==> src/rtl/io_spi_target.sv <==
// ---------------------------------------------------------------------------
// io_spi_target
//    SPI target (slave) on the dma_io register bus. An external host, or the
//    on-chip SPI-lite master in loop-back, clocks 8-bit mode-0 frames, MSB
//    first. Transmit and receive bytes are buffered in small FIFOs. The CPU
//    reaches them through three word registers, and a one-cycle pulse marks
//    each received byte.
//
// Ports
//    clk, rst_n          system clock, asynchronous active-low reset
//    dma_io_we/wadr/wdata  io bus write strobe, word address, data
//    dma_io_radr/radr_en   io bus read word address and strobe
//    dma_io_rdata_in       upstream read data in the daisy chain
//    dma_io_rdata          chained read data out (combinational)
//    spi_sck_in/csn_in/mosi_in  asynchronous SPI inputs from the host
//    spi_miso_out/miso_oe  MISO data and output enable
//    spi_rx_1shot          one-cycle pulse per received byte when irq_en=1
//
// Registers (word offsets from ADR_BASE)
//    +0 DATA    wr: push TX byte     rd: {rx_valid, rx_head}, pops RX
//    +1 STATUS  [12:10] rx_count [9:7] tx_count [3] rx_ovf [2] tx_ovf
//               [1] tx_underrun [0] cs_active; write-1-to-clear on [3:1]
//    +2 CTRL    [0] enable [1] irq_en [15:8] default_byte;
//               a write with enable=0 flushes both FIFOs
// ---------------------------------------------------------------------------
module io_spi_target #(
   parameter logic [13:0] ADR_BASE        = 14'h3F20,
   parameter int          FIFO_DEPTH_LOG2 = 2
) (
   input  logic        clk,
   input  logic        rst_n,
   input  logic        dma_io_we,
   input  logic [15:2] dma_io_wadr,
   input  logic [31:0] dma_io_wdata,
   input  logic [15:2] dma_io_radr,
   input  logic        dma_io_radr_en,
   input  logic [31:0] dma_io_rdata_in,
   output logic [31:0] dma_io_rdata,
   input  logic        spi_sck_in,
   input  logic        spi_csn_in,
   input  logic        spi_mosi_in,
   output logic        spi_miso_out,
   output logic        spi_miso_oe,
   output logic        spi_rx_1shot
);

   localparam int DEPTH = 1 << FIFO_DEPTH_LOG2;
   localparam int PW    = FIFO_DEPTH_LOG2;
   localparam int CW    = FIFO_DEPTH_LOG2 + 1;

   localparam logic [PW-1:0] PTR_ONE  = 1;
   localparam logic [CW-1:0] CNT_ONE  = 1;
   localparam logic [CW-1:0] CNT_FULL = CW'(DEPTH);

   localparam logic [13:0] ADR_DATA = ADR_BASE;
   localparam logic [13:0] ADR_STAT = ADR_BASE + 14'd1;
   localparam logic [13:0] ADR_CTRL = ADR_BASE + 14'd2;

   typedef enum logic [1:0] {
      ST_IDLE  = 2'd0,
      ST_LOAD  = 2'd1,
      ST_SHIFT = 2'd2
   } state_t;

   // ------------------------------------------------------------------
   // Input synchronisers. The third SCK/CSN flop holds the previous
   // synchronised value for edge detection. CSN idles high, so its flops
   // reset to 1 so that leaving reset does not look like an edge.
   // ------------------------------------------------------------------
   logic [2:0] sck_q;
   logic [2:0] csn_q;
   logic [1:0] mosi_q;

   always_ff @(posedge clk or negedge rst_n) begin
      if (!rst_n) begin
         sck_q  <= 3'b000;
         csn_q  <= 3'b111;
         mosi_q <= 2'b00;
      end else begin
         sck_q  <= {sck_q[1:0], spi_sck_in};
         csn_q  <= {csn_q[1:0], spi_csn_in};
         mosi_q <= {mosi_q[0], spi_mosi_in};
      end
   end

   logic sck_rise, sck_fall, csn_fall, csn_rise, mosi_s, cs_active;
   assign sck_rise  =  sck_q[1] & ~sck_q[2];
   assign sck_fall  = ~sck_q[1] &  sck_q[2];
   assign csn_fall  = ~csn_q[1] &  csn_q[2];
   assign csn_rise  =  csn_q[1] & ~csn_q[2];
   assign mosi_s    =  mosi_q[1];
   assign cs_active = ~csn_q[1];

   // ------------------------------------------------------------------
   // Bus decode
   // ------------------------------------------------------------------
   logic wr_data, wr_stat, wr_ctrl, rd_data;
   assign wr_data = dma_io_we & (dma_io_wadr == ADR_DATA);
   assign wr_stat = dma_io_we & (dma_io_wadr == ADR_STAT);
   assign wr_ctrl = dma_io_we & (dma_io_wadr == ADR_CTRL);
   assign rd_data = dma_io_radr_en & (dma_io_radr == ADR_DATA);

   // Only the low 16 write-data bits map onto register fields.
   logic unused_wdata;
   assign unused_wdata = ^dma_io_wdata[31:16];

   // ------------------------------------------------------------------
   // CTRL register
   // ------------------------------------------------------------------
   logic       en_q, irq_en_q;
   logic [7:0] dflt_q;
   logic       flush;

   assign flush = wr_ctrl & ~dma_io_wdata[0];

   always_ff @(posedge clk or negedge rst_n) begin
      if (!rst_n) begin
         en_q     <= 1'b0;
         irq_en_q <= 1'b0;
         dflt_q   <= 8'h00;
      end else if (wr_ctrl) begin
         en_q     <= dma_io_wdata[0];
         irq_en_q <= dma_io_wdata[1];
         dflt_q   <= dma_io_wdata[15:8];
      end
   end

   // ------------------------------------------------------------------
   // FIFO storage and pointers
   // ------------------------------------------------------------------
   logic [7:0]    tx_mem_q [DEPTH];
   logic [7:0]    rx_mem_q [DEPTH];
   logic [PW-1:0] tx_wp_q, tx_rp_q, rx_wp_q, rx_rp_q;
   logic [CW-1:0] tx_cnt_q, rx_cnt_q;

   logic tx_full, tx_empty, rx_full, rx_empty;
   assign tx_full  = (tx_cnt_q == CNT_FULL);
   assign tx_empty = (tx_cnt_q == '0);
   assign rx_full  = (rx_cnt_q == CNT_FULL);
   assign rx_empty = (rx_cnt_q == '0);

   // FSM-side strobes, used both by the FSM and by the FIFOs
   state_t     state_q;
   logic [7:0] shift_tx_q, shift_rx_q;
   logic [2:0] bitcnt_q;
   logic       reload_q;
   logic       abort, in_shift, load_now, rx_done;
   logic [7:0] tx_next_byte, rx_byte;

   // A CSN rising edge or enable=0 drops any transfer in progress.
   assign abort        = csn_rise | ~en_q;
   assign in_shift     = (state_q == ST_SHIFT);
   assign load_now     = ~abort & ((state_q == ST_LOAD) |
                                   (in_shift & sck_fall & reload_q));
   assign tx_next_byte = tx_empty ? dflt_q : tx_mem_q[tx_rp_q];
   assign rx_byte      = {shift_rx_q[6:0], mosi_s};
   assign rx_done      = ~abort & in_shift & sck_rise & (bitcnt_q == 3'd7);

   logic tx_push, tx_pop, rx_push, rx_pop;
   assign tx_push = wr_data & ~tx_full;
   assign tx_pop  = load_now & ~tx_empty;
   assign rx_push = rx_done & ~rx_full;
   assign rx_pop  = rd_data & ~rx_empty;

   always_ff @(posedge clk) begin
      if (tx_push) tx_mem_q[tx_wp_q] <= dma_io_wdata[7:0];
      if (rx_push) rx_mem_q[rx_wp_q] <= rx_byte;
   end

   always_ff @(posedge clk or negedge rst_n) begin
      if (!rst_n) begin
         tx_wp_q  <= '0;
         tx_rp_q  <= '0;
         tx_cnt_q <= '0;
         rx_wp_q  <= '0;
         rx_rp_q  <= '0;
         rx_cnt_q <= '0;
      end else if (flush) begin
         tx_wp_q  <= '0;
         tx_rp_q  <= '0;
         tx_cnt_q <= '0;
         rx_wp_q  <= '0;
         rx_rp_q  <= '0;
         rx_cnt_q <= '0;
      end else begin
         if (tx_push) tx_wp_q <= tx_wp_q + PTR_ONE;
         if (tx_pop)  tx_rp_q <= tx_rp_q + PTR_ONE;
         if (tx_push && !tx_pop)      tx_cnt_q <= tx_cnt_q + CNT_ONE;
         else if (tx_pop && !tx_push) tx_cnt_q <= tx_cnt_q - CNT_ONE;

         if (rx_push) rx_wp_q <= rx_wp_q + PTR_ONE;
         if (rx_pop)  rx_rp_q <= rx_rp_q + PTR_ONE;
         if (rx_push && !rx_pop)      rx_cnt_q <= rx_cnt_q + CNT_ONE;
         else if (rx_pop && !rx_push) rx_cnt_q <= rx_cnt_q - CNT_ONE;
      end
   end

   // ------------------------------------------------------------------
   // Sticky status flags. A new event in the same cycle as a W1C wins,
   // so no event is ever lost.
   // ------------------------------------------------------------------
   logic rx_ovf_q, tx_ovf_q, tx_unr_q;

   always_ff @(posedge clk or negedge rst_n) begin
      if (!rst_n) begin
         rx_ovf_q <= 1'b0;
         tx_ovf_q <= 1'b0;
         tx_unr_q <= 1'b0;
      end else begin
         if (rx_done && rx_full)                rx_ovf_q <= 1'b1;
         else if (wr_stat && dma_io_wdata[3])   rx_ovf_q <= 1'b0;

         if (wr_data && tx_full)                tx_ovf_q <= 1'b1;
         else if (wr_stat && dma_io_wdata[2])   tx_ovf_q <= 1'b0;

         if (load_now && tx_empty)              tx_unr_q <= 1'b1;
         else if (wr_stat && dma_io_wdata[1])   tx_unr_q <= 1'b0;
      end
   end

   // ------------------------------------------------------------------
   // Transfer FSM: IDLE -> LOAD -> SHIFT -> IDLE
   // ------------------------------------------------------------------
   logic miso_q, oe_q, irq_q;

   always_ff @(posedge clk or negedge rst_n) begin
      if (!rst_n) begin
         state_q    <= ST_IDLE;
         shift_tx_q <= 8'h00;
         shift_rx_q <= 8'h00;
         bitcnt_q   <= 3'd0;
         reload_q   <= 1'b0;
         miso_q     <= 1'b0;
         oe_q       <= 1'b0;
         irq_q      <= 1'b0;
      end else begin
         irq_q <= rx_done & irq_en_q;
         case (state_q)
            ST_IDLE: begin
               miso_q   <= 1'b0;
               oe_q     <= 1'b0;
               reload_q <= 1'b0;
               if (en_q && csn_fall) state_q <= ST_LOAD;
            end
            ST_LOAD: begin
               if (abort) begin
                  state_q <= ST_IDLE;
                  miso_q  <= 1'b0;
                  oe_q    <= 1'b0;
               end else begin
                  shift_tx_q <= tx_next_byte;
                  miso_q     <= tx_next_byte[7];
                  oe_q       <= 1'b1;
                  bitcnt_q   <= 3'd0;
                  reload_q   <= 1'b0;
                  state_q    <= ST_SHIFT;
               end
            end
            ST_SHIFT: begin
               if (abort) begin
                  state_q  <= ST_IDLE;
                  miso_q   <= 1'b0;
                  oe_q     <= 1'b0;
                  reload_q <= 1'b0;
               end else begin
                  if (sck_rise) begin
                     shift_rx_q <= rx_byte;
                     bitcnt_q   <= bitcnt_q + 3'd1;
                     // A completed byte means the next falling edge starts
                     // the next TX byte instead of shifting.
                     if (bitcnt_q == 3'd7) reload_q <= 1'b1;
                  end
                  if (sck_fall) begin
                     if (reload_q) begin
                        shift_tx_q <= tx_next_byte;
                        miso_q     <= tx_next_byte[7];
                        reload_q   <= 1'b0;
                     end else begin
                        shift_tx_q <= {shift_tx_q[6:0], 1'b0};
                        miso_q     <= shift_tx_q[6];
                     end
                  end
               end
            end
            default: begin
               state_q <= ST_IDLE;
               miso_q  <= 1'b0;
               oe_q    <= 1'b0;
            end
         endcase
      end
   end

   assign spi_miso_out = miso_q;
   assign spi_miso_oe  = oe_q;
   assign spi_rx_1shot = irq_q;

   // ------------------------------------------------------------------
   // Read mux and daisy chain. STATUS count fields are 3 bits wide.
   // ------------------------------------------------------------------
   logic [2:0] rx_cnt3, tx_cnt3;
   assign rx_cnt3 = 3'(rx_cnt_q);
   assign tx_cnt3 = 3'(tx_cnt_q);

   always_comb begin
      dma_io_rdata = dma_io_rdata_in;
      if (dma_io_radr_en) begin
         if (dma_io_radr == ADR_DATA)
            dma_io_rdata = {23'd0, ~rx_empty, rx_mem_q[rx_rp_q]};
         else if (dma_io_radr == ADR_STAT)
            dma_io_rdata = {19'd0, rx_cnt3, tx_cnt3, 3'd0,
                            rx_ovf_q, tx_ovf_q, tx_unr_q, cs_active};
         else if (dma_io_radr == ADR_CTRL)
            dma_io_rdata = {16'd0, dflt_q, 6'd0, irq_en_q, en_q};
      end
   end

endmodule

==> config.mk <==
export PLATFORM = sky130hd
export DESIGN_NAME = io_spi_target
export DESIGN_NICKNAME = d
export VERILOG_FILES = /design/src/rtl/io_spi_target.sv
export SDC_FILE = /design/constraint.sdc
export NUM_CORES = 1
export LEC_CHECK = 0
export BUFFER_PORTS_ARGS = -buffer_cell sky130_fd_sc_hd__buf_2
export CAP_MARGIN = 30
export CELL_PAD_IN_SITES_DETAIL_PLACEMENT = 2
export CELL_PAD_IN_SITES_GLOBAL_PLACEMENT = 2
export CORE_ASPECT_RATIO = 1.2
export CORE_MARGIN = 2
export CORE_UTILIZATION = 39
export DETAILED_ROUTE_END_ITERATION = 8
export HOLD_SLACK_MARGIN = 0.06
export PLACE_DENSITY = 0.95
export SYNTH_ARGS = -nofsm -noshare
export SYNTH_HDL_FRONTEND = slang
export SYNTH_SLANG_ARGS = --single-unit
==> constraint.sdc <==
create_clock -name clk -period 6.4 [get_ports clk]
set_input_delay 0.64 -clock clk [delete_from_list [all_inputs] [get_ports clk]]
set_output_delay 0.64 -clock clk [all_outputs]
set_load 0.01 [all_outputs]
# Word-level counts from Yosys, hierarchy flattened
# Memory sizes are Yosys's and may differ from the RTL's.
# Cells that the tools add are included.
# totals
reg_bits,58
ramBits,64
in_bits,99
out_inout_bits,35
elab_cells,176
n_memories,2
# classes
n_addsub,9
eq_ne,18
n_mux,57
bitwise,33
n_reduce_logical,34
# mem_list
memory,depth,width,read_ports,rd_ports_with_merged_regs,write_ports,line,source
rx_mem_q,4,8,1,0,1,132,logic [7:0] rx_mem_q [DEPTH];
tx_mem_q,4,8,1,0,1,131,logic [7:0] tx_mem_q [DEPTH];
# op_table
operator,count
32-bit 2-to-1 mux,4
"14-bit == test, second input constant",6
7-bit 2-to-1 mux,4
3-bit 2-to-1 mux,9
1-bit 2-to-1 mux,22
2-bit 2-to-1 mux,11
1-bit AND,20
2-bit nonzero test,8
7-bit case mux with 2 select lines,1
"2-bit != test, second input constant",6
1-bit logical AND,11
1-bit NOT,11
"3-bit by 1-bit adder with 3-bit output, second input constant",3
"3-bit == test, second input constant",3
3-bit nonzero test,3
"2-bit by 1-bit adder with 2-bit output, second input constant",4
8-bit 2-to-1 mux,1
4-bit AND reduction,2
3-bit zero test,2
2-bit case mux with 3 select lines,1
3-bit case mux with 2 select lines,1
"3-bit by 1-bit subtractor with 3-bit output, second input constant",2
1-bit zero test,4
1-bit case mux with 2 select lines,2
other kinds (8),10

# Longest topological paths before layout
# depth
ltp_word,13
ltp_mapped,12
ltp_nobuf,10

# Least setup slack after synthesis
# No wires, ideal clock.
# synth_timing
path_type,input-to-output
startpoint,input dma_io_radr[5] (netlist name)
endpoint,output dma_io_rdata[13]
arrival_ns,2.179
required_time_ns,5.760
path_slack_ns,3.581
path_stages,5
n_path_buf,0
cell_sequence,or4b_4 -> or4_4 -> nor2_8 -> a22oi_1 -> o21ai_0
# synth_between
elab_chain_len,5
word_cells_on_any_way,7
classes_between,3 x eq/ne; 4 x mux
# synth_lines
element,line,source
"start, declared",35,"input logic [15:2] dma_io_radr,"
14-bit == test,313,else if (dma_io_radr == ADR_CTRL)
32-bit 2-to-1 mux,313,
32-bit 2-to-1 mux,310,else if (dma_io_radr == ADR_STAT)
32-bit 2-to-1 mux *,308,if (dma_io_radr == ADR_DATA)
32-bit 2-to-1 mux *,307,if (dma_io_radr_en) begin
"end, declared",38,"output logic [31:0] dma_io_rdata,"
# Every way passes the cells marked *; elsewhere a longest branch is shown, timed or not.

# Worst setup path after layout
# layout_timing
startpoint,register state_q[0]
endpoint,"register rx_cnt_q[1], in the netlist rx_cnt3[1]"
# layout_between
elab_chain_len,8
word_cells_on_any_way,11
classes_between,1 x eq/ne; 2 x mux; 4 x bitwise; 4 x reduce/logical
# layout_lines
element,line,source
"start, declared",143,state_t state_q;
"start signal, assigned",228,state_q <= ST_IDLE;
"start signal, assigned",243,if (en_q && csn_fall) state_q <= ST_LOAD;
"start signal, assigned",247,state_q <= ST_IDLE;
2-bit == test *,152,assign in_shift = (state_q == ST_SHIFT);
1-bit AND * (3 in a row),157,assign rx_done = ~abort & in_shift & sck_rise & (bitcnt_q == 3'd7);
1-bit AND *,162,assign rx_push = rx_done & ~rx_full;
1-bit logical AND or 1-bit zero test (tied branches),"193, 194",
3-bit 2-to-1 mux or 1-bit logical AND (tied branches),"193, 194",
3-bit 2-to-1 mux or 3-bit nonzero test (tied branches),--,
"end signal, assigned",193,if (rx_push && !rx_pop) rx_cnt_q <= rx_cnt_q + CNT_ONE;
"end signal, assigned",194,else if (rx_pop && !rx_push) rx_cnt_q <= rx_cnt_q - CNT_ONE;
"end, declared",134,"logic [CW-1:0] tx_cnt_q, rx_cnt_q;"
# Marks and branches as above.
# A chain may end at the register's enable or synchronous reset.

==> flow_metrics.tcl <==
set metrics [dict create \
    die_w_um 116 \
    finalWeightedCongestion 0.880 \
    num_vias 4375 \
    layout-drive-gt1-share_pct 35.1 \
    synth_common_cells "64 x edfxtp_1, 55 x dfrtp_1, 30 x nand2_1" \
    power_mw 1.98 \
    ir_drop_v 0.000191 \
    tightest_slew_ns 0.948 \
    outcome "finished clean" \
    clock_sinks 122 \
    critPathKind "reg -> reg" \
    cts_hold_buf 0 \
    post-dp-hpwl_mm 14.7 \
    fin_crit_sh_pct 56.0 \
    grt_pass1_wl_mm 32.4 \
    slew_headroom_pct 36.5 \
    multi_input_area_sq_mm 0.00232 \
    cts.path.max_buffers 2 \
    gr-usage-all-layers_pct 28.8 \
    route.detailed.drc 0 \
    yosysWarnings 0 \
    cp_cell_sequence "inv_1 -> ha_1 -> and2_1 -> and3b_1 -> and3_1 -> nor2b_1 -> fa_1 -> nand2b_1 -> mux2i_1" \
    clkLatencyLatePin_ns 0.43 \
    fillers 1444 \
    path_clk_slew_ns 0.06 \
    p_clk_share_pct 53.6 \
    power_frac_comb_pct 4.5 \
    p_per_area_mw_per_mm2 274 \
    hold_class "in -> reg" \
    cp_top_family "simple AND/OR/NAND/NOR gates" \
    cp_slowest_cell "and3b_1" \
    grt_pass1_vias 5012 \
    ys.flop_type "edfxtp_1" \
    cp_num_buf_inv 1 \
    post_cts.repair.setup_buffers 0 \
    io_pins 134 \
    vias_per_cell 5.66 \
    fmax_mhz 279 \
    postSynthAreaPerCell_sq_um 13.3 \
    synth_area_sq_mm 0.00583 \
    rsz0062_at_grt "no" \
    numCtsBuffers 17 \
    ys_ff_latch 122 \
    dieArea_sq_mm 0.0160 \
    first_pass_iters 5 \
    critPathMaxStageDelay_ns 0.53 \
    power.switching_mw 0.418 \
    drtAntennaViolNets 0 \
    critical_path_arrival_ns 3.92 \
    leakagePower_nw 3.08 \
    power.internal_mw 1.56 \
    drt-total-wl_mm 21.6 \
    cts.repair.resized 0 \
    nNetsFinal 674 \
    tns_ns 0 \
    p_seq_share_pct 41.9 \
    start_util_pct 40.1 \
    synthCells 440 \
    async_reset_ff_share_pct 47.5 \
    grt_max_degree 59 \
    drtIter0Drc 333 \
    globalRouteOverflowTotal 0 \
    finalSetupViolations 0 \
    skew_ns 0.00812 \
    synth_cell_type_count 58 \
    drv_slew 0 \
    synth_edf_count 64 \
    yosys.area.top_type "edfxtp_1" \
    core_area_sq_mm 0.0145 \
    hold_violations 0 \
    yosysSeqAreaShare_pct 57.9 \
    critPathMaxFanout 13 \
    cts_tree "built" \
    synthesis.nets 555 \
    post-synth-top-count-cell "edfxtp_1" \
    layout_min_cycle_time_ns 3.58 \
    fp.dieH_um 138 \
    synthToLayoutAreaGrowth_pct 24.1 \
    antenna_found_initial 1 \
    wl_per_cell_um 28.0 \
    h-tree-depth 4 \
    synth_top_area_share_pct 32.9 \
    port_buffers 117 \
    placementRows 48 \
    regArea_sq_mm 0.00338 \
    cts_root_buf "clkbuf_16" \
    ys_top_cells_by_area "edfxtp_1 33%, dfrtp_1 24%, mux4_2 6.2%" \
    cp-start-kind "register" \
    sw_frac_of_total_pct 21.1 \
    end_kind "register" \
    cap_violations 0 \
    cp.required_ns 6.74 \
]
[worst register-to-register path, cell delays in order (launching register included)]
cell      delay [ns]
dfrtp_1         0.43
inv_1           0.13
ha_1            0.50
and2_1          0.33
and3b_1         0.53
and3_1          0.54
nor2b_1         0.25
fa_1            0.47
nand2b_1        0.18
mux2i_1         0.16
[power groups by stage]
stage          registers, mW  logic, mW  clock network, mW
2_1_floorplan          0.845     0.0288                  0
3_3_place_gp           0.845     0.0809                  0
3_5_place_dp           0.846     0.0867                  0
4_1_cts                0.831     0.0893               1.08
5_1_grt                0.831     0.0956               1.10
6_report               0.831     0.0889               1.06
[cells in the final DEF, fill, tap and decap left out, types with 3 or more instances in the layout]
cell type,n
a22o_1,8
nand3_1,7
dfrtp_1,55
and2_1,22
clkbuf_16,17
xnor2_1,5
o21ai_0,16
mux2i_1,16
dfstp_2,3
a22oi_1,11
a21oi_1,15
nor3b_1,3
edfxtp_1,64
buf_2,117
nor3_2,3
inv_1,13
bufinv_16,5
mux2_2,25
mux4_2,16
nor3_1,8
nand2_1,30
nand2b_1,6
o2bb2ai_1,3
and3_1,10
ha_1,14
nor2_1,24
o21ai_1,7
[registers in the layout, indices dropped and copies added (netlist names), 7 cells and up]
register / count
rx_mem_q: 32
tx_mem_q: 32
shift_tx_q: 7
shift_rx_q: 7
dflt_q: 8
[area by class of cell]
cell class                      count  area share, %
Sequential cell                   122           46.7
Multi-Input combinational cell    286           32.0
Timing Repair Buffer              118           8.20
Clock buffer                       20           6.17
Tap cell                          200           3.46
Clock inverter                     12           2.71
Inverter                           14          0.726
Antenna cell                        1         0.0346
[per-layer routing]
layer	share of wire (%)	up-vias	track usage [%]
met5	0	-	0
met4	4.4	0	13.8
met3	3.9	58	6.03
met2	54	180	51.7
met1	38	2258	32.5
li1	-	1879	-
[cells by family (layout without fill, tap and decap cells)]
family                   after synthesis  after routing  share of synthesized area (%)
AND/OR/NAND/NOR                      134            134                           13.1
AO/OA/AOI/OAI                         72             72                           8.13
buffers and inverters                 32            164                           2.36
XOR/XNOR                               7              7                           1.05
other                                  0              1                              0
flip-flops                           122            122                           57.9
multiplexers                          57             57                           13.7
adder cells (fa/ha/maj)               16             16                           3.69
[metrics by stage]
step | instance area, sq um | utilization (%) | setup slack, ns | cells | hold slack (ns)
3_3_place_gp | 6590 | 45.4 | 3.08 | 740 | 0.335
5_1_grt | 7240 | 49.8 | 2.64 | 773 | 0.306
3_5_place_dp | 6590 | 45.4 | 3.06 | 740 | 0.357
4_1_cts | 7230 | 49.8 | 2.85 | 772 | 0.299
6_report | 7240 | 49.8 | 2.82 | 773 | 0.311
2_1_floorplan | 5830 | - | 3.58 | 440 | 0.331
[worst paths after layout]
kind	startpoint	endpoint	slack, ns	cells after the start
min reg2reg	mosi_q[0]	mosi_q[1]	0.36	0
min in group asynchronous	rst_n	dflt_q[1]	0.38	2
max	state_q[0]	rx_cnt3[1]	2.82	9
min	spi_csn_in	csn_q[0]	0.31	1
max in group asynchronous	rst_n	shift_rx_q[6]	5.46	2
max reg2reg	state_q[0]	rx_cnt3[1]	2.82	9
(Power assumes the default switching activity.)
